===== config.mk =====
export PLATFORM = sky130hd
export DESIGN_NAME = param_seq_mult
export DESIGN_NICKNAME = d
export VERILOG_FILES = /design/src/rtl/seq_mult_pkg.sv /design/src/rtl/mult_sign_conv.sv /design/src/rtl/param_seq_mult.sv
export SDC_FILE = /design/constraint.sdc
export NUM_CORES = 1
export LEC_CHECK = 0
export CORE_UTILIZATION = 45
export DETAILED_ROUTE_END_ITERATION = 6
export GPL_TIMING_DRIVEN = 0
export HOLD_SLACK_MARGIN = 0.12
export PLACE_DENSITY = 0.71
export SLEW_MARGIN = 20
export SYNTH_ARGS = -nofsm -noshare
export SYNTH_HDL_FRONTEND = slang
export SYNTH_SLANG_ARGS = --single-unit

===== constraint.sdc =====
create_clock -name clk -period 3.3 [get_ports clk]
set_clock_uncertainty 0.05 [all_clocks]
set_input_delay 0.66 -clock clk [delete_from_list [all_inputs] [get_ports clk]]
set_output_delay 0.66 -clock clk [all_outputs]
set_load 0.02 [all_outputs]

===== src/rtl/seq_mult_pkg.sv =====
// Shared types and constants for the sequential shift-add multiplier.
// Imported by the sign converter and the multiplier top.
package seq_mult_pkg;

  typedef enum logic [1:0] {
    IDLE = 2'd0,
    CALC = 2'd1,
    DONE = 2'd2
  } state_e;

  localparam logic MODE_SM = 1'b0;  // sign-magnitude
  localparam logic MODE_TC = 1'b1;  // two's complement

endpackage


===== src/rtl/mult_sign_conv.sv =====
// Splits a W-bit operand into an unsigned W-bit magnitude and a sign bit
// according to the selected number format.
module mult_sign_conv
  import seq_mult_pkg::*;
#(
  parameter int W = 6
) (
  input  logic [W-1:0] operand_i,
  input  logic         mode_i,
  output logic [W-1:0] mag_o,
  output logic         sign_o
);

  // The most negative two's-complement value negates to 2^(W-1), which
  // still fits because the magnitude is treated as unsigned.
  always_comb begin
    sign_o = operand_i[W-1];
    if (mode_i == MODE_SM) begin
      mag_o = {1'b0, operand_i[W-2:0]};
    end else if (operand_i[W-1]) begin
      mag_o = -operand_i;
    end else begin
      mag_o = operand_i;
    end
  end

endmodule


===== src/rtl/param_seq_mult.sv =====
// Sequential W-bit multiplier: one shift-add step per clock on operand
// magnitudes, with the sign applied when the result is registered.
module param_seq_mult
  import seq_mult_pkg::*;
#(
  parameter int W = 6
) (
  input  logic           clk,
  input  logic           rst,
  input  logic           start,
  input  logic           mode,
  input  logic [W-1:0]   a,
  input  logic [W-1:0]   b,
  output logic           busy,
  output logic           done,
  output logic [2*W-1:0] product
);

  localparam int CW = $clog2(W + 1);

  // Handshake: start is accepted only in IDLE or DONE; done is a one-cycle
  // pulse while product is valid; busy is high exactly while in CALC.

  state_e           state_q;
  logic             mode_q;
  logic             sign_q;
  logic [2*W-1:0]   mcand_q;
  logic [W-1:0]     mplier_q;
  logic [2*W-1:0]   acc_q;
  logic [CW-1:0]    cnt_q;
  logic [2*W-1:0]   product_q;
  logic [2*W-1:0]   product_d;
  logic             busy_q;
  logic             done_q;

  logic [W-1:0]     mag_a;
  logic [W-1:0]     mag_b;
  logic             sgn_a;
  logic             sgn_b;
  logic             load;

  mult_sign_conv #(.W(W)) u_conv_a (
    .operand_i (a),
    .mode_i    (mode),
    .mag_o     (mag_a),
    .sign_o    (sgn_a)
  );

  mult_sign_conv #(.W(W)) u_conv_b (
    .operand_i (b),
    .mode_i    (mode),
    .mag_o     (mag_b),
    .sign_o    (sgn_b)
  );

  assign load = start && ((state_q == IDLE) || (state_q == DONE));

  // Sign-magnitude never reports negative zero; two's complement negates
  // the full 2W-bit magnitude product.
  always_comb begin
    product_d = acc_q;
    if (mode_q == MODE_TC) begin
      if (sign_q) begin
        product_d = -acc_q;
      end
    end else begin
      product_d = {sign_q & (|acc_q), 1'b0, acc_q[2*W-3:0]};
    end
  end

  always_ff @(posedge clk) begin
    if (rst) begin
      state_q   <= IDLE;
      mode_q    <= MODE_SM;
      sign_q    <= 1'b0;
      mcand_q   <= '0;
      mplier_q  <= '0;
      acc_q     <= '0;
      cnt_q     <= '0;
      product_q <= '0;
      busy_q    <= 1'b0;
      done_q    <= 1'b0;
    end else begin
      done_q <= 1'b0;
      if (load) begin
        state_q  <= CALC;
        mode_q   <= mode;
        sign_q   <= sgn_a ^ sgn_b;
        mcand_q  <= {{W{1'b0}}, mag_a};
        mplier_q <= mag_b;
        acc_q    <= '0;
        cnt_q    <= CW'(W);
        busy_q   <= 1'b1;
      end else begin
        case (state_q)
          IDLE: begin
            busy_q <= 1'b0;
          end
          CALC: begin
            if (cnt_q == '0) begin
              state_q   <= DONE;
              product_q <= product_d;
              busy_q    <= 1'b0;
              done_q    <= 1'b1;
            end else begin
              if (mplier_q[0]) begin
                acc_q <= acc_q + mcand_q;
              end
              mcand_q  <= mcand_q << 1;
              mplier_q <= mplier_q >> 1;
              cnt_q    <= cnt_q - CW'(1);
            end
          end
          DONE: begin
            state_q <= IDLE;
          end
          default: begin
            state_q <= IDLE;
            busy_q  <= 1'b0;
          end
        endcase
      end
    end
  end

  assign busy    = busy_q;
  assign done    = done_q;
  assign product = product_q;

endmodule


Word level (Yosys, flattened, before mapping)
Cells that the tools add are included.
Word-level totals
  register bits after elaboration: 51
  bits of input ports: 16
  output and inout port bits: 14
  word-level logic and storage cells: 68
Operators by class
  $add $sub $neg: 5
  equality and inequality tests: 7
  muxes and demuxes: 22
  bitwise operators: 6
  reduce and logical (&&, ||, !) cells: 15
Operators with widths (number)
  6-bit 2-to-1 mux: 10
  12-bit 2-to-1 mux: 2
  12-bit adder: 1
  12-bit negation: 1
  6-bit negation: 2
  12-bit OR reduction: 1
  2-bit AND reduction: 5
  3-bit 2-to-1 mux: 3
  2-bit != test, second input constant: 4
  3-bit AND reduction: 2
  1-bit 2-to-1 mux: 4
  1-bit NOT: 4
  2-bit one-hot mux with 2 select lines: 1
  3-bit logical NOT: 1
  3-bit != test, second input constant: 1
  3-bit OR reduction: 1
  3-bit by 1-bit subtractor with 3-bit output, second input constant: 1
  2-bit by 1-bit equality test with 1-bit output, second input constant: 1
  2-bit equality test, second input constant: 1
  2-bit logical NOT: 1
  2-bit 2-to-1 mux: 1
  1-bit one-hot mux with 2 select lines: 1
  2-bit nonzero test: 1
  2-bit OR reduction: 1
  other kinds (4): 4

Logic depth before layout (Yosys ltp)
Gate-level depths: netlist of run 1.
  depth in word-level cells: 5
  gate-level depth with buffers: 7
  mapped depth without buffers: 7

Hierarchy
From an unflattened synthesis of run 1, not the netlist that was laid out.
Unflattened totals
  cell total of the unflattened synthesis: 380
  area, all modules: 3017.9 sq um
By module, submodules not included
  param_seq_mult: times used 1, cells each 344, area each 2740.1 sq um, sequential area each 1021.0 sq um
  mult_sign_conv: times used 2, cells each 18, area each 138.9 sq um, sequential area each 0.0 sq um

Worst setup path after synthesis of run 1
Ideal clock, no wire load.
  kind: register -> register
  start: reg acc_q[0]
  end: reg acc_q[6]
  setup time: 127 ps
  data arrival time: 1923 ps
  required time: 3123 ps
  setup slack: 1201 ps
  cell stages (with the launch flop): 8
  path buffers: 0
  clock period less this slack: 2099 ps
  cells stage by stage: dfxtp_1 -> ha_1 -> fa_1 -> a21o_1 -> a21oi_1 -> o21bai_1 -> and3_1 -> or3_1
On the way
  cells in the longest elaborated chain, start to end: 1
RTL lines
  start: declaration: line param_seq_mult.sv:29  | logic [2*W-1:0] acc_q;
  start signal: assignment: line param_seq_mult.sv:107  | acc_q <= acc_q + mcand_q;
  12-bit adder: line param_seq_mult.sv:107
Every way passes these cells.
A chain may end at the register's enable or synchronous reset.

Worst setup path after layout of run 1
  start: in rst
  end: reg acc_q[4]
On the way
  cells in the longest elaborated chain, start to end: 1
RTL lines
  start: declaration: line param_seq_mult.sv:9  | input logic rst,
  2-bit OR reduction (no line)
Every way passes these cells.

==> results of run 1 <==
-- final timing paths --
kind,startpoint,end,cells after the start
worst max-delay path,rst,acc_q[4]$_SDFFE_PP0P_,6
worst min-delay path,product[10]$_SDFFE_PP0P_,product[10]$_SDFFE_PP0P_,2
worst max register to register,acc_q[0]$_SDFFE_PP0P_,acc_q[8]$_SDFFE_PP0P_,7
worst min register to register,product[10]$_SDFFE_PP0P_,product[10]$_SDFFE_PP0P_,2
-- metrics by stage --
step,cells,util (%)
after floorplan,376,-
after global placement,482,52.8
after detailed placement,482,52.8
after CTS,489,54.2
after global routing,489,54.2
final,489,54.2
-- worst max-delay path: stages --
cell                              delay, ps
sky130_fd_sc_hd__clkdlybuf4s50_1        590
sky130_fd_sc_hd__inv_1                  180
sky130_fd_sc_hd__nand2_1                190
sky130_fd_sc_hd__clkbuf_1               410
sky130_fd_sc_hd__clkbuf_1               470
sky130_fd_sc_hd__a21oi_1                 90
-- cell usage after synthesis (2+ instances only) --
cell and n:
sky130_fd_sc_hd__and3_1 3, sky130_fd_sc_hd__buf_1 2, sky130_fd_sc_hd__a31oi_1 6, sky130_fd_sc_hd__nand4_1 2, sky130_fd_sc_hd__a21oi_1 36, sky130_fd_sc_hd__nand3b_1 2
sky130_fd_sc_hd__nor2_1 35, sky130_fd_sc_hd__nor3_1 11, sky130_fd_sc_hd__nand3_1 15, sky130_fd_sc_hd__mux2i_1 3, sky130_fd_sc_hd__a311oi_1 9, sky130_fd_sc_hd__nand2b_1 3
sky130_fd_sc_hd__and2b_1 2, sky130_fd_sc_hd__xor2_1 10, sky130_fd_sc_hd__dfxtp_1 51, sky130_fd_sc_hd__or3_1 5, sky130_fd_sc_hd__a2111oi_0 2, sky130_fd_sc_hd__nor4_1 3
sky130_fd_sc_hd__a21boi_0 3, sky130_fd_sc_hd__clkbuf_1 6, sky130_fd_sc_hd__xnor2_1 11, sky130_fd_sc_hd__a211oi_1 16, sky130_fd_sc_hd__nand2_1 58, sky130_fd_sc_hd__o21bai_1 3
sky130_fd_sc_hd__o31ai_1 3, sky130_fd_sc_hd__o21ai_0 13, sky130_fd_sc_hd__ha_1 14, sky130_fd_sc_hd__a21o_1 5, sky130_fd_sc_hd__buf_2 6, sky130_fd_sc_hd__inv_1 14
sky130_fd_sc_hd__nand4b_1 3
-- layout by cell type, fill, tap and decap left out, types with 2 or more instances in the layout --
master | Yosys | routed
sky130_fd_sc_hd__mux2i_1 | 3 | 3
sky130_fd_sc_hd__and2b_1 | 2 | 2
sky130_fd_sc_hd__nand2b_1 | 3 | 3
sky130_fd_sc_hd__o21bai_1 | 3 | 3
sky130_fd_sc_hd__a21o_1 | 5 | 5
sky130_fd_sc_hd__nand3b_1 | 2 | 2
sky130_fd_sc_hd__a21boi_0 | 3 | 3
sky130_fd_sc_hd__a311oi_1 | 9 | 9
sky130_fd_sc_hd__buf_1 | 2 | 2
sky130_fd_sc_hd__clkdlybuf4s50_1 | 0 | 29
sky130_fd_sc_hd__ha_1 | 14 | 14
sky130_fd_sc_hd__o31ai_1 | 3 | 3
sky130_fd_sc_hd__clkbuf_8 | 0 | 6
sky130_fd_sc_hd__buf_2 | 6 | 6
sky130_fd_sc_hd__nor3_1 | 11 | 11
sky130_fd_sc_hd__nand4b_1 | 3 | 3
sky130_fd_sc_hd__a31oi_1 | 6 | 6
sky130_fd_sc_hd__nor2_1 | 35 | 35
sky130_fd_sc_hd__and3_1 | 3 | 3
sky130_fd_sc_hd__nand2_1 | 58 | 58
sky130_fd_sc_hd__xnor2_1 | 11 | 11
sky130_fd_sc_hd__a21oi_1 | 36 | 36
sky130_fd_sc_hd__o21ai_0 | 13 | 13
sky130_fd_sc_hd__xor2_1 | 10 | 10
sky130_fd_sc_hd__dfxtp_1 | 51 | 51
sky130_fd_sc_hd__nand3_1 | 15 | 15
sky130_fd_sc_hd__clkbuf_1 | 6 | 6
sky130_fd_sc_hd__inv_1 | 14 | 14
sky130_fd_sc_hd__a211oi_1 | 16 | 16
sky130_fd_sc_hd__nand4_1 | 2 | 2
sky130_fd_sc_hd__a2111oi_0 | 2 | 2
sky130_fd_sc_hd__nor4_1 | 3 | 3
sky130_fd_sc_hd__or3_1 | 5 | 5
-- per-layer routing --
metal	up-vias	GRT usage [%]	share of wire, %
li1	1419	-	-
met5	-	0	0
met1	1255	26.7	47
met2	58	37.4	47
met3	9	3.76	4.7
met4	0	6.47	1.3
-- state kept, by name, summed over array words and instances, names as in the netlist --
signal and count:
sign_q 1, acc_q 12, busy 1, cnt_q 3, mplier_q 6, mode_q 1, state_q 2, mcand_q 12
product 12, done 1
-- power by group through the flow --
stage          logic [W]  clock network, W  registers, W
2_1_floorplan   0.000130                 0      0.000692
3_3_place_gp    0.000218                 0      0.000684
3_5_place_dp    0.000220                 0      0.000685
4_1_cts         0.000221          0.000372      0.000671
5_1_grt         0.000243          0.000399      0.000676
6_report        0.000220          0.000361      0.000671
-- logic make-up (layout without fill, tap and decap cells) --
| family | count (synthesis) | after routing |
|---|---|---|
| mux | 3 | 3 |
| xor+xnor | 21 | 21 |
| buf+inv | 30 | 66 |
| compound gates | 102 | 102 |
| simple gates | 154 | 154 |
| fa+ha+maj | 15 | 15 |
| flops | 51 | 51 |
-- area by class of cell --
class	instances	area [um^2]	share of cell area (%)
buffer	16	78.8	2.28
clock buffer	6	82.6	2.39
clock inverter	1	5.00	0.145
inverter	14	52.6	1.52
multi-input combinational	295	1840	53.0
sequential	51	1020	29.5
tap	77	96.3	2.78
timing repair buffer	29	290	8.38
==> impl_metrics.ini, run 1 <==
[status]
run_status = finished clean

[yosys]
synth_top_area_share_pct = 34.2
synth-seq-area-share_pct = 34.2
mappedNetlistNets = 407
synth_cell_types = 52
async_reset_ff_share_pct = 0
yosysTopAreaCell = sky130_fd_sc_hd__dfxtp_1
synth-edff-count = 0
yosys_most_used_dff = sky130_fd_sc_hd__dfxtp_1
synth_compound_area_share_pct = 22.4
ys.warnings.count = 0
avgSynthCellArea_um2 = 7.95
synth.cell_area_um2 = 2990
post_synth_and_or_nand_nor_area_fraction_pct = 25.4
synth_top_family_by_area = simple AND/OR/NAND/NOR gates
ys_top_cells_by_area = sky130_fd_sc_hd__dfxtp_1, sky130_fd_sc_hd__nand2_1, sky130_fd_sc_hd__a21oi_1, sky130_fd_sc_hd__ha_1, sky130_fd_sc_hd__nor2_1
synthAdderAreaFrac_pct = 6.53
mux_cell_area_share_after_synthesis_pct = 1.01
post_synth_xor_area_fraction_pct = 6.16
synthCells = 376
postSynthRegisterBits = 51

[timing]
fin_setup_tns_ps = 0
unrepaired_setup_endpoints_after_global_routing = no
post-route-worst-setup-slack_ps = 831
timing.final.crit_share_pct = 74.8
slew-limit-headroom_pct = 60.3
post-route-min-period_ps = 2470
clock.fmax_mhz = 405
whs_ps = 413
timing.final.hold_violations = 0
setup_viol = 0
timing_max_transition_violations_final = 0
worst_pin_slew_ps = 594

[critical_path]
worst_setup_path_end_kind = flip-flop
critPathArrivalTime_ps = 2590
start_kind = primary input
crit_path_required_time_ps = 3420
r2r_setup_slack_ps = 890
crit_path_max_fanout = 10
worst-setup-path-type = in -> reg

[place]
dp_hpwl_mm = 5.45
dpl_worst_slack_ps = 508
postPlaceCellArea_um2 = 3370
finalWeightedCongestion = 0.926
port-buffer-count = 29

[clock_network]
ctsLongestPathBuffers = 2
cts_hold_buf = 0
clock_latency_ps = 310
cell_at_the_root_of_the_clock_tree = sky130_fd_sc_hd__clkbuf_8
number_of_cts_inserted_buffers = 5
cts-htree-levels = 2
cts.repair_timing.setup_buffer_count = 0
clk_pin_slew_worst_paths_ps = 90
cts_resized = 0
cts_num_sinks = 51
cts_tree = yes

[global_routing]
grt_first_pass_wirelength_mm = 12.0
antenna_violations_before_repair = 0
grt_max_degree = 15
grt_overflow_total = 0
number_of_global_route_vias_before_repair = 2590
globalRouteTotalUtil_pct = 21.3

[pwr]
design_power_total_w = 0.00125
p_clk_share_pct = 28.8
power_leakage_nw = 1.28
share_seq_of_total_power_pct = 53.6
vdd_drop_max_mv = 0.209
power.combinational.fraction_pct = 17.6
power_density_nw_per_um2 = 362
total_net_switching_power_w = 0.000348
power_switching_share_pct = 27.8
internal-power_w = 0.000904

[job]
drv.max_cap_violation_count = 0

[route]
firstDrtPassIters = 5
wl_per_cell_um = 14.4
via_count = 2741
post_drt_via_cell_ratio = 5.61
drc = 0
routed_wire_length_mm = 7.05
drtAntennaViolNets = 0
dr.first_iter.drc_count = 196

[finish]
filler_cell_count = 653
area_growth_pct = 15.9
layout.cell_area.non_filler_um2 = 3460
design.final.nets = 443
insertedDiodeCount = 0
final_layout_size_suffix_gt1_share_pct = 5.83

[floorplan]
die_outline_area_um2 = 6970
num_io_pins = 30
starting_density_of_the_core_pct = 46.8
num_rows = 29
die_x_um = 83.5
core_region_area_um2 = 6390
die_h_um = 83.5

[min_path]
hp-class = reg -> reg
No activity file was read; power rests on OpenSTA's default activity.
==> run 2, diff against run 1 <==
clock period = 2.4 ns   (was 3.3 ns; I/O delays follow)
==> impl_metrics.ini, run 2 (synthesized netlist as in run 1, its figures left out) <==
[status]
run_status = finished clean

[route]
routed_wire_length_mm = 7.01
post_drt_via_cell_ratio = 5.60
dr.first_iter.drc_count = 197
wl_per_cell_um = 14.3
drc = 0
drtAntennaViolNets = 0
firstDrtPassIters = 4
via_count = 2736

[clock_network]
cts_num_sinks = 51
cts_tree = yes
cts.repair_timing.setup_buffer_count = 0
clock_latency_ps = 310
cts-htree-levels = 2
ctsLongestPathBuffers = 2
cts_resized = 0
clk_pin_slew_worst_paths_ps = 80
cts_hold_buf = 0
number_of_cts_inserted_buffers = 5
cell_at_the_root_of_the_clock_tree = sky130_fd_sc_hd__clkbuf_8

[pwr]
share_seq_of_total_power_pct = 53.6
total_net_switching_power_w = 0.000478
power.combinational.fraction_pct = 17.6
vdd_drop_max_mv = 0.287
power_switching_share_pct = 27.8
p_clk_share_pct = 28.8
internal-power_w = 0.00124
power_leakage_nw = 1.28
power_density_nw_per_um2 = 496

[floorplan]
core_region_area_um2 = 6390
num_rows = 29
die_outline_area_um2 = 6970
num_io_pins = 30
die_x_um = 83.5
starting_density_of_the_core_pct = 46.8
die_h_um = 83.5

[timing]
setup_viol = 0
timing.final.crit_share_pct = 94.2
post-route-worst-setup-slack_ps = 139
unrepaired_setup_endpoints_after_global_routing = no
timing.final.hold_violations = 0
clock.fmax_mhz = 442
timing_max_transition_violations_final = 0
worst_pin_slew_ps = 579
post-route-min-period_ps = 2260
slew-limit-headroom_pct = 61.3

[critical_path]
worst-setup-path-type = in -> reg
critical_path.cell_chain = clkdlybuf4s50_1 > inv_1 > nand2_1 > clkbuf_1 > clkbuf_1 > a21oi_1
crit_path_required_time_ps = 2520
critPathMostFrequentCell = sky130_fd_sc_hd__clkbuf_1
critPathMaxStageDelay_ps = 590
r2r_setup_slack_ps = 150
r2r-start = acc_q[0]$_SDFFE_PP0P_
critPathArrivalTime_ps = 2380
r2r-end = acc_q[8]$_SDFFE_PP0P_
critical-path-slowest-cell = sky130_fd_sc_hd__clkdlybuf4s50_1
worst_setup_path_end_kind = flip-flop
crit_path_max_fanout = 10
start_kind = primary input
worst_r2r_path_depth = 7

[place]
port-buffer-count = 29
dp_hpwl_mm = 5.45
postPlaceCellArea_um2 = 3370
dpl_worst_slack_ps = -212
finalWeightedCongestion = 0.926

[min_path]
worstHoldPathCells = 2
hold_path.startpoint = product[10]$_SDFFE_PP0P_
hp-class = reg -> reg
worstHoldEndpoint = product[10]$_SDFFE_PP0P_

[finish]
most-common-layout-cells = sky130_fd_sc_hd__nand2_1, sky130_fd_sc_hd__dfxtp_1, sky130_fd_sc_hd__a21oi_1, sky130_fd_sc_hd__nor2_1, sky130_fd_sc_hd__clkdlybuf4s50_1
layout.cell_area.non_filler_um2 = 3470
area_growth_pct = 16.0
final_layout_size_suffix_gt1_share_pct = 6.07
design.final.nets = 443
filler_cell_count = 653
insertedDiodeCount = 0
most_frequent_standard_cell_in_the_layout_excluding_fill_and_tap_cells = sky130_fd_sc_hd__nand2_1

[global_routing]
grt_max_degree = 15
grt_overflow_total = 0
grt_first_pass_wirelength_mm = 12.0
antenna_violations_before_repair = 0
number_of_global_route_vias_before_repair = 2590
globalRouteTotalUtil_pct = 21.3

[job]
drv.max_cap_violation_count = 0
## run 2: metrics by stage
stage	setup TNS (ps)	utilization [%]	std cells	hold slack [ps]	total power [W]
after floorplan	0	-	376	398	0.00113
after global placement	-2060	52.8	482	393	0.00124
after detailed placement	-2060	52.8	482	404	0.00124
after CTS	0	54.2	489	419	0.00174
after global routing	0	54.3	489	430	0.00181
final	0	54.3	489	413	0.00172
## run 2: worst max path at each step
stage	start	to	slack (ps)
6_report	rst	acc_q[4]$_SDFFE_PP0P_	140
5_1_grt	rst	acc_q[1]$_SDFFE_PP0P_	5
4_1_cts	acc_q[0]$_SDFFE_PP0P_	acc_q[8]$_SDFFE_PP0P_	10
3_5_place_dp	rst	cnt_q[0]$_SDFFE_PP0P_	-210
3_3_place_gp	rst	mcand_q[10]$_SDFFE_PP0P_	-200
2_1_floorplan	acc_q[0]$_SDFFE_PP0P_	acc_q[6]$_SDFFE_PP0P_	300
## run 2: cell type report
type	instances	area, um^2	share of cell area [%]
Buffer	16	78.8	2.27
Clock buffer	6	82.6	2.38
Clock inverter	1	5.00	0.144
Inverter	14	52.6	1.52
Multi-Input combinational cell	295	1840	53.1
Sequential cell	51	1020	29.4
Tap cell	77	96.3	2.78
Timing Repair Buffer	29	290	8.37
## run 2: layer usage
metal / vias to the layer above / share of wire, % / GRT usage, %
met5: - / 0 / 0
met4: 0 / 1.2 / 6.47
met3: 8 / 5.6 / 3.76
met2: 68 / 47 / 37.4
met1: 1241 / 46 / 26.7
li1: 1419 / - / -
## run 2: power by group through the flow
stage,clock (W),sequential [W],combinational [W]
finish,0.000496,0.000922,0.000303
global placement,0,0.000940,0.000299
CTS,0.000511,0.000922,0.000304
floorplan,0,0.000952,0.000178
detailed placement,0,0.000942,0.000302
global route,0.000548,0.000930,0.000335
## run 2: worst max-delay path, delay by kind of cell
kind                   cells  cell delay [ps]
buffers and inverters      4             1630
AOI/OAI and AO/OA          1               80
and+or+nand+nor            1              190
==> run 3, diff against run 2 <==
SETUP_SLACK_MARGIN = 0.05   (was unset)
SKIP_CTS_REPAIR_TIMING = 1   (was unset)
==> impl_metrics.ini, run 3 (synthesized netlist as in run 1, its figures left out) <==
[status]
run_status = finished clean

[critical_path]
r2r_setup_slack_ps = 140
worst_setup_path_end_kind = flip-flop
r2r-start = acc_q[0]$_SDFFE_PP0P_
crit_path_required_time_ps = 2600
critPathArrivalTime_ps = 2450
worst-setup-path-type = reg -> reg
timing.critical_path.from = acc_q[0]$_SDFFE_PP0P_
start_kind = flip-flop
crit_path_max_fanout = 6

[route]
routed_wire_length_mm = 6.98
dr.first_iter.drc_count = 197
via_count = 2732
firstDrtPassIters = 4
wl_per_cell_um = 14.3
drtAntennaViolNets = 0
drc = 0
post_drt_via_cell_ratio = 5.59

[timing]
fin_setup_tns_ps = 0
timing.final.hold_violations = 0
clock.fmax_mhz = 443
whs_ps = 413
setup_viol = 0
post-route-min-period_ps = 2260
unrepaired_setup_endpoints_after_global_routing = yes
timing.final.crit_share_pct = 94.1
timing_max_transition_violations_final = 0
slew-limit-headroom_pct = 61.4
worst_pin_slew_ps = 577

[floorplan]
die_outline_area_um2 = 6970
num_rows = 29
die_x_um = 83.5
starting_density_of_the_core_pct = 46.8
core_region_area_um2 = 6390
num_io_pins = 30
die_h_um = 83.5

[global_routing]
number_of_global_route_vias_before_repair = 2590
globalRouteTotalUtil_pct = 21.3
grt_overflow_total = 0
grt_first_pass_wirelength_mm = 12.0
antenna_violations_before_repair = 0
grt_max_degree = 15

[finish]
multiInputGateArea_um2 = 1840
insertedDiodeCount = 0
seqCellArea_um2 = 1020
final_layout_size_suffix_gt1_share_pct = 6.31
most-common-layout-cells = sky130_fd_sc_hd__nand2_1, sky130_fd_sc_hd__dfxtp_1, sky130_fd_sc_hd__a21oi_1, sky130_fd_sc_hd__nor2_1, sky130_fd_sc_hd__clkdlybuf4s50_1
area_growth_pct = 16.1
most_frequent_standard_cell_in_the_layout_excluding_fill_and_tap_cells = sky130_fd_sc_hd__nand2_1
layout.cell_area.non_filler_um2 = 3470
filler_cell_count = 652
post-route-util_pct = 54.3
design.final.nets = 443

[job]
drv.max_cap_violation_count = 0

[clock_network]
cts-htree-levels = 2
number_of_cts_inserted_buffers = 5
cts_tree = yes
clock_latency_ps = 310
ctsLongestPathBuffers = 2
clk_pin_slew_worst_paths_ps = 90
cell_at_the_root_of_the_clock_tree = sky130_fd_sc_hd__clkbuf_8
cts_num_sinks = 51

[place]
finalWeightedCongestion = 0.926
dp_hpwl_mm = 5.45
port-buffer-count = 29
postPlaceCellArea_um2 = 3370

[pwr]
vdd_drop_max_mv = 0.287
power_density_nw_per_um2 = 496
power_leakage_nw = 1.28

[min_path]
hold_path.startpoint = product[10]$_SDFFE_PP0P_
hp-class = reg -> reg
==> run 3: per-stage QoR <==
stage | std cells | power [W] | setup WS, ps
global placement | 482 | 0.00124 | -205
floorplan | 376 | 0.00113 | 301
finish | 489 | 0.00172 | 143
detailed placement | 482 | 0.00124 | -212
CTS | 489 | 0.00174 | 9.98
global route | 489 | 0.00181 | 24.8
==> run 3: power breakdown <==
group	internal [W]	switching [W]	total (W)
clock	0.000227	0.000270	0.000496
combinational	0.000129	0.000174	0.000303
sequential	0.000888	0.0000340	0.000922
total	0.00124	0.000478	0.00172
==> run 3: final cells by class <==
cell class,count,area share (%)
Clock buffer,6,2.38
Multi-Input combinational cell,295,53.1
Timing Repair Buffer,29,8.37
Buffer,16,2.31
Sequential cell,51,29.4
Clock inverter,1,0.144
Tap cell,77,2.78
Inverter,14,1.52
==> run 3: metal layers <==
metal | track usage (%) | vias to the layer above | routed length (um)
met2 | 37.4 | 67 | 3280
met1 | 26.7 | 1239 | 3220
met4 | 6.47 | 0 | 83
met5 | 0 | - | 0
met3 | 3.76 | 8 | 390
li1 | - | 1418 | -
==> run 3: critical path: stages, from the launching register on <==
cell and delay [ps]:
sky130_fd_sc_hd__dfxtp_1 380, sky130_fd_sc_hd__ha_1 250, sky130_fd_sc_hd__fa_1 410, sky130_fd_sc_hd__a21o_1 190, sky130_fd_sc_hd__a21oi_2 210, sky130_fd_sc_hd__o21ai_0 160, sky130_fd_sc_hd__a2111oi_1 380, sky130_fd_sc_hd__nand3b_1 160
==> run 3: final timing paths <==
path,to,cells past startpoint
setup / recovery,acc_q[8]$_SDFFE_PP0P_,7
hold / removal,product[10]$_SDFFE_PP0P_,2
setup reg to reg,acc_q[8]$_SDFFE_PP0P_,7
hold reg to reg,product[10]$_SDFFE_PP0P_,2
